**config.mk**
```make
export PLATFORM = sky130hd
export DESIGN_NAME = instr_reg_scheduler
export DESIGN_NICKNAME = d
export VERILOG_FILES = /design/src/rtl/instr_register_pkg.sv /design/src/rtl/instr_reg_scheduler_arb.sv /design/src/rtl/instr_reg_scheduler.sv
export SDC_FILE = /design/constraint.sdc
export NUM_CORES = 1
export LEC_CHECK = 0
export ABC_AREA = 1
export CAP_MARGIN = 5
export CORE_AREA = 2 2 195 197
export CTS_BUF_LIST = sky130_fd_sc_hd__clkbuf_16
export CTS_CLUSTER_SIZE = 20
export DETAILED_ROUTE_END_ITERATION = 6
export DIE_AREA = 0 0 197 199
export PLACE_DENSITY = 0.55
export SLEW_MARGIN = 30
export SYNTH_ARGS = -nofsm -noshare
export SYNTH_HDL_FRONTEND = slang
export SYNTH_SLANG_ARGS = --single-unit
```
**constraint.sdc**
```tcl
create_clock -name clk -period 1.9 [get_ports clk]
set_input_delay 0.38 -clock clk [delete_from_list [all_inputs] [get_ports clk]]
set_output_delay 0.38 -clock clk [all_outputs]
set_load 0.05 [all_outputs]
```
**src/rtl/instr_register_pkg.sv**
```systemverilog
`default_nettype none
// ============================================================================
// Package     : instr_register_pkg
// Description : Shared types for the instruction register and its write/read
//               scheduler: opcode, operand, address and instruction word
//               types, the scheduler state encoding and the register depth.
// Revision    : 1.0 - initial release
// ============================================================================
package instr_register_pkg;

  localparam int NUM_ENTRIES = 32;

  typedef enum logic [3:0] {
    ZERO  = 4'd0,
    PASSA = 4'd1,
    PASSB = 4'd2,
    ADD   = 4'd3,
    SUB   = 4'd4,
    MULT  = 4'd5,
    DIV   = 4'd6,
    MOD   = 4'd7
  } opcode_t;

  typedef logic signed [31:0] operand_t;
  typedef logic [4:0]         address_t;

  typedef struct packed {
    opcode_t            opc;
    operand_t           op_a;
    operand_t           op_b;
    logic signed [63:0] result;
  } instruction_t;

  typedef enum logic [1:0] {
    IDLE = 2'd0,
    READ = 2'd1,
    DONE = 2'd2
  } sched_state_t;

endpackage
`default_nettype wire

```
**src/rtl/instr_reg_scheduler_arb.sv**
```systemverilog
`default_nettype none
// ============================================================================
// Module      : rr_arbiter_2
// Description : Two-port round-robin arbiter. A lone requester is granted;
//               when both request, the port not granted last wins. The
//               last_grant register starts at 1 so port 0 wins first.
// Ports       : clk, reset   - clock, synchronous active-high reset
//               req[1:0]     - per-port request
//               enable       - grants allowed this cycle
//               grant[1:0]   - one-hot (or zero) grant, combinational
// Revision    : 1.0 - initial release
// ============================================================================
module rr_arbiter_2 (
  input  logic       clk,
  input  logic       reset,
  input  logic [1:0] req,
  input  logic       enable,
  output logic [1:0] grant
);

  logic last_grant;

  always_comb begin
    grant = 2'b00;
    if (enable) begin
      case (req)
        2'b01:   grant = 2'b01;
        2'b10:   grant = 2'b10;
        2'b11:   grant = last_grant ? 2'b01 : 2'b10;
        default: grant = 2'b00;
      endcase
    end
  end

  // A grant is only issued to a requesting port, so any grant is a transfer.
  always_ff @(posedge clk) begin
    if (reset) begin
      last_grant <= 1'b1;
    end else if (grant != 2'b00) begin
      last_grant <= grant[1];
    end
  end

endmodule
`default_nettype wire

```
**src/rtl/instr_reg_scheduler.sv**
```systemverilog
`default_nettype none
// ============================================================================
// Module      : instr_reg_scheduler
// Description : Schedules writes from two requesters into an external
//               instruction register and sweeps its contents back out.
// Ports       : clk, reset                 - clock, sync active-high reset
//               req_valid/req_ready        - per-requester handshake
//               req{0,1}_opcode/operand_*  - requester write data
//               load_en, write_pointer,
//               opcode, operand_a/b        - registered write port
//               read_pointer,
//               instruction_word           - read port (comb. read data)
//               rd_start, clear            - sweep start, bookkeeping clear
//               rd_valid, rd_instr, rd_done- read-back stream
//               count, full                - occupancy
// Revision    : 1.0 - initial release
// ============================================================================
module instr_reg_scheduler
  import instr_register_pkg::*;
#(
  parameter int NUM_ENTRIES = instr_register_pkg::NUM_ENTRIES
) (
  input  logic         clk,
  input  logic         reset,
  input  logic [1:0]   req_valid,
  output logic [1:0]   req_ready,
  input  opcode_t      req0_opcode,
  input  operand_t     req0_operand_a,
  input  operand_t     req0_operand_b,
  input  opcode_t      req1_opcode,
  input  operand_t     req1_operand_a,
  input  operand_t     req1_operand_b,
  output logic         load_en,
  output address_t     write_pointer,
  output opcode_t      opcode,
  output operand_t     operand_a,
  output operand_t     operand_b,
  output address_t     read_pointer,
  input  instruction_t instruction_word,
  input  logic         rd_start,
  input  logic         clear,
  output logic         rd_valid,
  output instruction_t rd_instr,
  output logic         rd_done,
  output logic [5:0]   count,
  output logic         full
);

  sched_state_t state;
  address_t     wr_ptr;
  address_t     rd_ptr;
  logic         accept;
  logic         transfer;

  assign full         = (count == 6'(NUM_ENTRIES));
  assign accept       = (state == IDLE) && !full && !clear;
  assign transfer     = (req_ready != 2'b00);
  assign read_pointer = rd_ptr;

  rr_arbiter_2 u_arb (
    .clk    (clk),
    .reset  (reset),
    .req    (req_valid),
    .enable (accept),
    .grant  (req_ready)
  );

  always_ff @(posedge clk) begin
    if (reset) begin
      state         <= IDLE;
      count         <= 6'd0;
      wr_ptr        <= '0;
      rd_ptr        <= '0;
      load_en       <= 1'b0;
      write_pointer <= '0;
      opcode        <= ZERO;
      operand_a     <= '0;
      operand_b     <= '0;
      rd_valid      <= 1'b0;
      rd_instr      <= '0;
      rd_done       <= 1'b0;
    end else begin
      // Write path: register the granted port's data one cycle after transfer.
      load_en <= transfer;
      if (transfer) begin
        write_pointer <= wr_ptr;
        wr_ptr        <= wr_ptr + 5'd1;
        count         <= count + 6'd1;
        if (req_ready[1]) begin
          opcode    <= req1_opcode;
          operand_a <= req1_operand_a;
          operand_b <= req1_operand_b;
        end else begin
          opcode    <= req0_opcode;
          operand_a <= req0_operand_a;
          operand_b <= req0_operand_b;
        end
      end else if (clear && state == IDLE) begin
        count  <= 6'd0;
        wr_ptr <= '0;
      end

      // Read sweep.
      rd_valid <= 1'b0;
      rd_done  <= 1'b0;
      case (state)
        IDLE: begin
          if (rd_start) begin
            rd_ptr <= '0;
            // A concurrent clear empties the register, so the sweep is empty.
            if (count != 6'd0 && !clear) begin
              state <= READ;
            end else begin
              state   <= DONE;
              rd_done <= 1'b1;
            end
          end
        end
        READ: begin
          rd_valid <= 1'b1;
          rd_instr <= instruction_word;
          rd_ptr   <= rd_ptr + 5'd1;
          // rd_done rises together with the last entry's rd_valid.
          if ({1'b0, rd_ptr} == count - 6'd1) begin
            state   <= DONE;
            rd_done <= 1'b1;
          end
        end
        DONE: begin
          state <= IDLE;
        end
        default: begin
          state <= IDLE;
        end
      endcase
    end
  end

endmodule
`default_nettype wire

```
==> flow_summary.toml <==
[global_routing]
track_usage_pct = 16.7
grt_max_degree = 120
gr-total-overflow = 0
antenna_found_initial = 0
grt_pass1_vias = 9405
grt_first_pass_wirelength_um = 52600

[pwr]
power.internal_mw = 8.96
power_switching_mw = 3.89
comb_power_share_pct = 22.3
p_sw_share_pct = 30.3
p_total_mw = 12.9
clkPwrFrac_pct = 37.5
p_seq_share_pct = 40.3
power.density_nw_per_um2 = 853
p_leak_nw = 6.96
ir_worst_vdd_mv = 0.541

[outcome]
violations = "setup timing"
outcome = "complete, but fails checks"

[worst_setup_path]
r2r_slack_ns = 0.16
crit_path_max_incr_delay_ns = 0.35
cp-start-kind = "flop"
cp-end-kind = "primary output"
worstPathRequired_ns = 1.52
path_cells = "inv_4 > ha_4 > nand4_4 > nand3_4 > clkinvlp_4 > buf_12"
critPathCapture = "req_ready[0]"
crit_path_top_delay_cell = "dfxtp_4"
crit_path_start = "count[1]$_SDFFE_PP0P_"
worst_ep_arrival_time_ns = 1.58
path_class = "reg -> out"
r2r-end = "operand_b[20]$_SDFFE_PP0P_"
r2r_start = "count[1]$_SDFFE_PP0P_"
crit_fanout = 3
rr_worst_depth = 9

[placed_design]
port_buffers = 495
gp_congestion = 0.869
dp_hpwl_um = 25100
placed_area_um2 = 14300

[floorplanning]
ios = 496
rows = 71
initial_core_util_pct = 24.1
dieArea_um2 = 39200
die_h_um = 199
die_w_um = 197
core_area_um2 = 37100

[clock_network]
clockRootBuffer = "clkbuf_16"
htree_num_levels = 1
cts_tree = "built"
cts_buffers = 26
clkSinkCount = 227
cts_buffer_depth = 3
clkTransAtPathRegs_ns = 0.06
clkLatencyLatePin_ns = 0.54

[hold_path]
hp-start = "reset"
min_path_type = "in -> reg"

[drt]
dr_wl_met3_um = 3180
via_count = 9728
vias_per_cell = 4.47
drt_wl_total_um = 35300
drt.antenna.violating_nets = 0
first_pass_iters = 5
maxUsedRoutingLayer = "met4"
route.met2.wl_um = 16800
met1_length_um = 14300
drtIter0Drc = 470
drc = 0
wl_per_cell_um = 16.2

[synthesis]
postSynthRegisterBits = 227
ys_warn_count = 0
synth_fp_nets = 1474
synthCells = 1195
synthesis.area_um2 = 8950
ys_types = 35
synth_area_per_cell_um2 = 7.49
seq_area_frac_synth_pct = 50.8

[timing]
worstMarginPinSlew_ns = 0.538
layout_setup_ws_ns = -0.0629
min_period_over_period_pct = 103
rsz0062_at_grt = "yes"
whs_ns = 0.335
worst_slew_margin_rel_pct = 64.3
hold_violations = 0
setup-violations-final = 2
min_period_ns = 1.96
slew_violations = 0
fin_worst_skew_ns = 0.0125
tns_ns = -0.0743
timing.fmax_mhz = 509

[job]
drv_cap = 0

[cells_and_area]
diodes = 0
nNetsFinal = 1966
layout-drive-gt1-share_pct = 15.0
stdcell_area_um2 = 15100
layout_commonest_cell = "nor2_1"
syn_to_final_growth_pct = 68.3
final_cell_mix = "nor2_1 (280), clkdlybuf4s50_1 (272), o21ai_0 (258)"
[worst min-delay path by stage]
stage          slack, ns  depth (start not counted)                       endpoint
6_report            0.34                          3      operand_b[9]$_SDFFE_PP0P_
5_1_grt             0.37                          3   read_pointer[4]$_SDFFE_PP0P_
4_1_cts             0.33                          3      operand_b[9]$_SDFFE_PP0P_
3_5_place_dp        0.46                          2     operand_b[16]$_SDFFE_PP0P_
3_3_place_gp        0.45                          2     operand_b[16]$_SDFFE_PP0P_
2_1_floorplan       0.46                          2  u_arb.last_grant$_SDFFE_PP1P_
[cells in the mapped netlist (all sizes together)]
library cell	n	share of area [%]
a32o	1	0.11
nor3b	1	0.084
inv	81	3.4
a211oi	1	0.084
a21oi	64	3.6
nand3b	1	0.084
o22ai	5	0.35
or2	17	1.2
dfxtp	227	51
o21ai	278	16
clkbuf	56	2.5
nand3	37	2.3
a31o	1	0.098
xor2	5	0.49
a21boi	2	0.17
nor2	283	12
ha	5	0.70
nand4	2	0.31
o21bai	1	0.084
a221oi	1	0.098
nand2	98	4.2
buf	27	1.8
clkinv	1	0.098
[power groups by stage]
stage | Sequential (mW) | Combinational (mW) | Clock (mW)
after global routing | 5.21 | 3.06 | 5.16
after floorplan | 6.17 | 0.653 | 0
after global placement | 5.27 | 2.91 | 0
after detailed placement | 5.28 | 2.92 | 0
after CTS | 5.18 | 2.86 | 4.98
final | 5.17 | 2.86 | 4.81
[layer usage]
metal	track usage, %	vias to the layer above
met5	0	-
met4	5.40	0
met3	5.56	54
met2	28.3	383
met1	19.9	4432
li1	-	4859
[what timing repair did]
action | in CTS | in global routing
pin swaps | 5 | 3
setup buffers | 4 | 1
hold buffers | 0 | 0
gates resized for setup | 105 | 9
gates cloned | 0 | 1
endpoints found under the setup margin | 99 | 62
[registers in the layout, summed over array words and instances, names as in the netlist]
signal	cells
rd_instr	132
operand_a	32
operand_b	32
count	6
read_pointer	5
wr_ptr	5
write_pointer	5
opcode	4
state	2
load_en	1
rd_done	1
rd_valid	1
u_arb.last_grant	1
[kinds of logic after synthesis]
logic type	after synthesis	share of synthesized area, %
and+or+nand+nor	439	20.2
buffers and inverters	165	7.76
xor gates and xnor gates	5	0.489
AOI/OAI and AO/OA	354	20.1
adders and majority gates	5	0.699
DFF	227	50.8
[area by class of cell]
type	count	area [um2]
fillers	3853	22100
repair buffers	547	5060
flip-flops and latches	227	4560
multi-input cells	803	3740
clock buffers	27	676
well taps	474	593
inverters	82	332
clock inverters	15	115
[critical path: cells and delay by family (launching register included)]
family,cells,cell delay [ns]
and+or+nand+nor,2,0.25
adders and majority gates,1,0.14
buffers and inverters,3,0.32
DFF,1,0.35
[through the flow]
step	util, %	instances	worst slack (ns)
finish	40.6	2175	-0.0629
floorplan	-	1195	0.00618
detailed placement	38.5	2127	-0.258
CTS	40.4	2173	-0.138
global placement	38.5	2127	-0.264
global route	40.6	2175	-0.135
(Power assumes the default switching activity.)
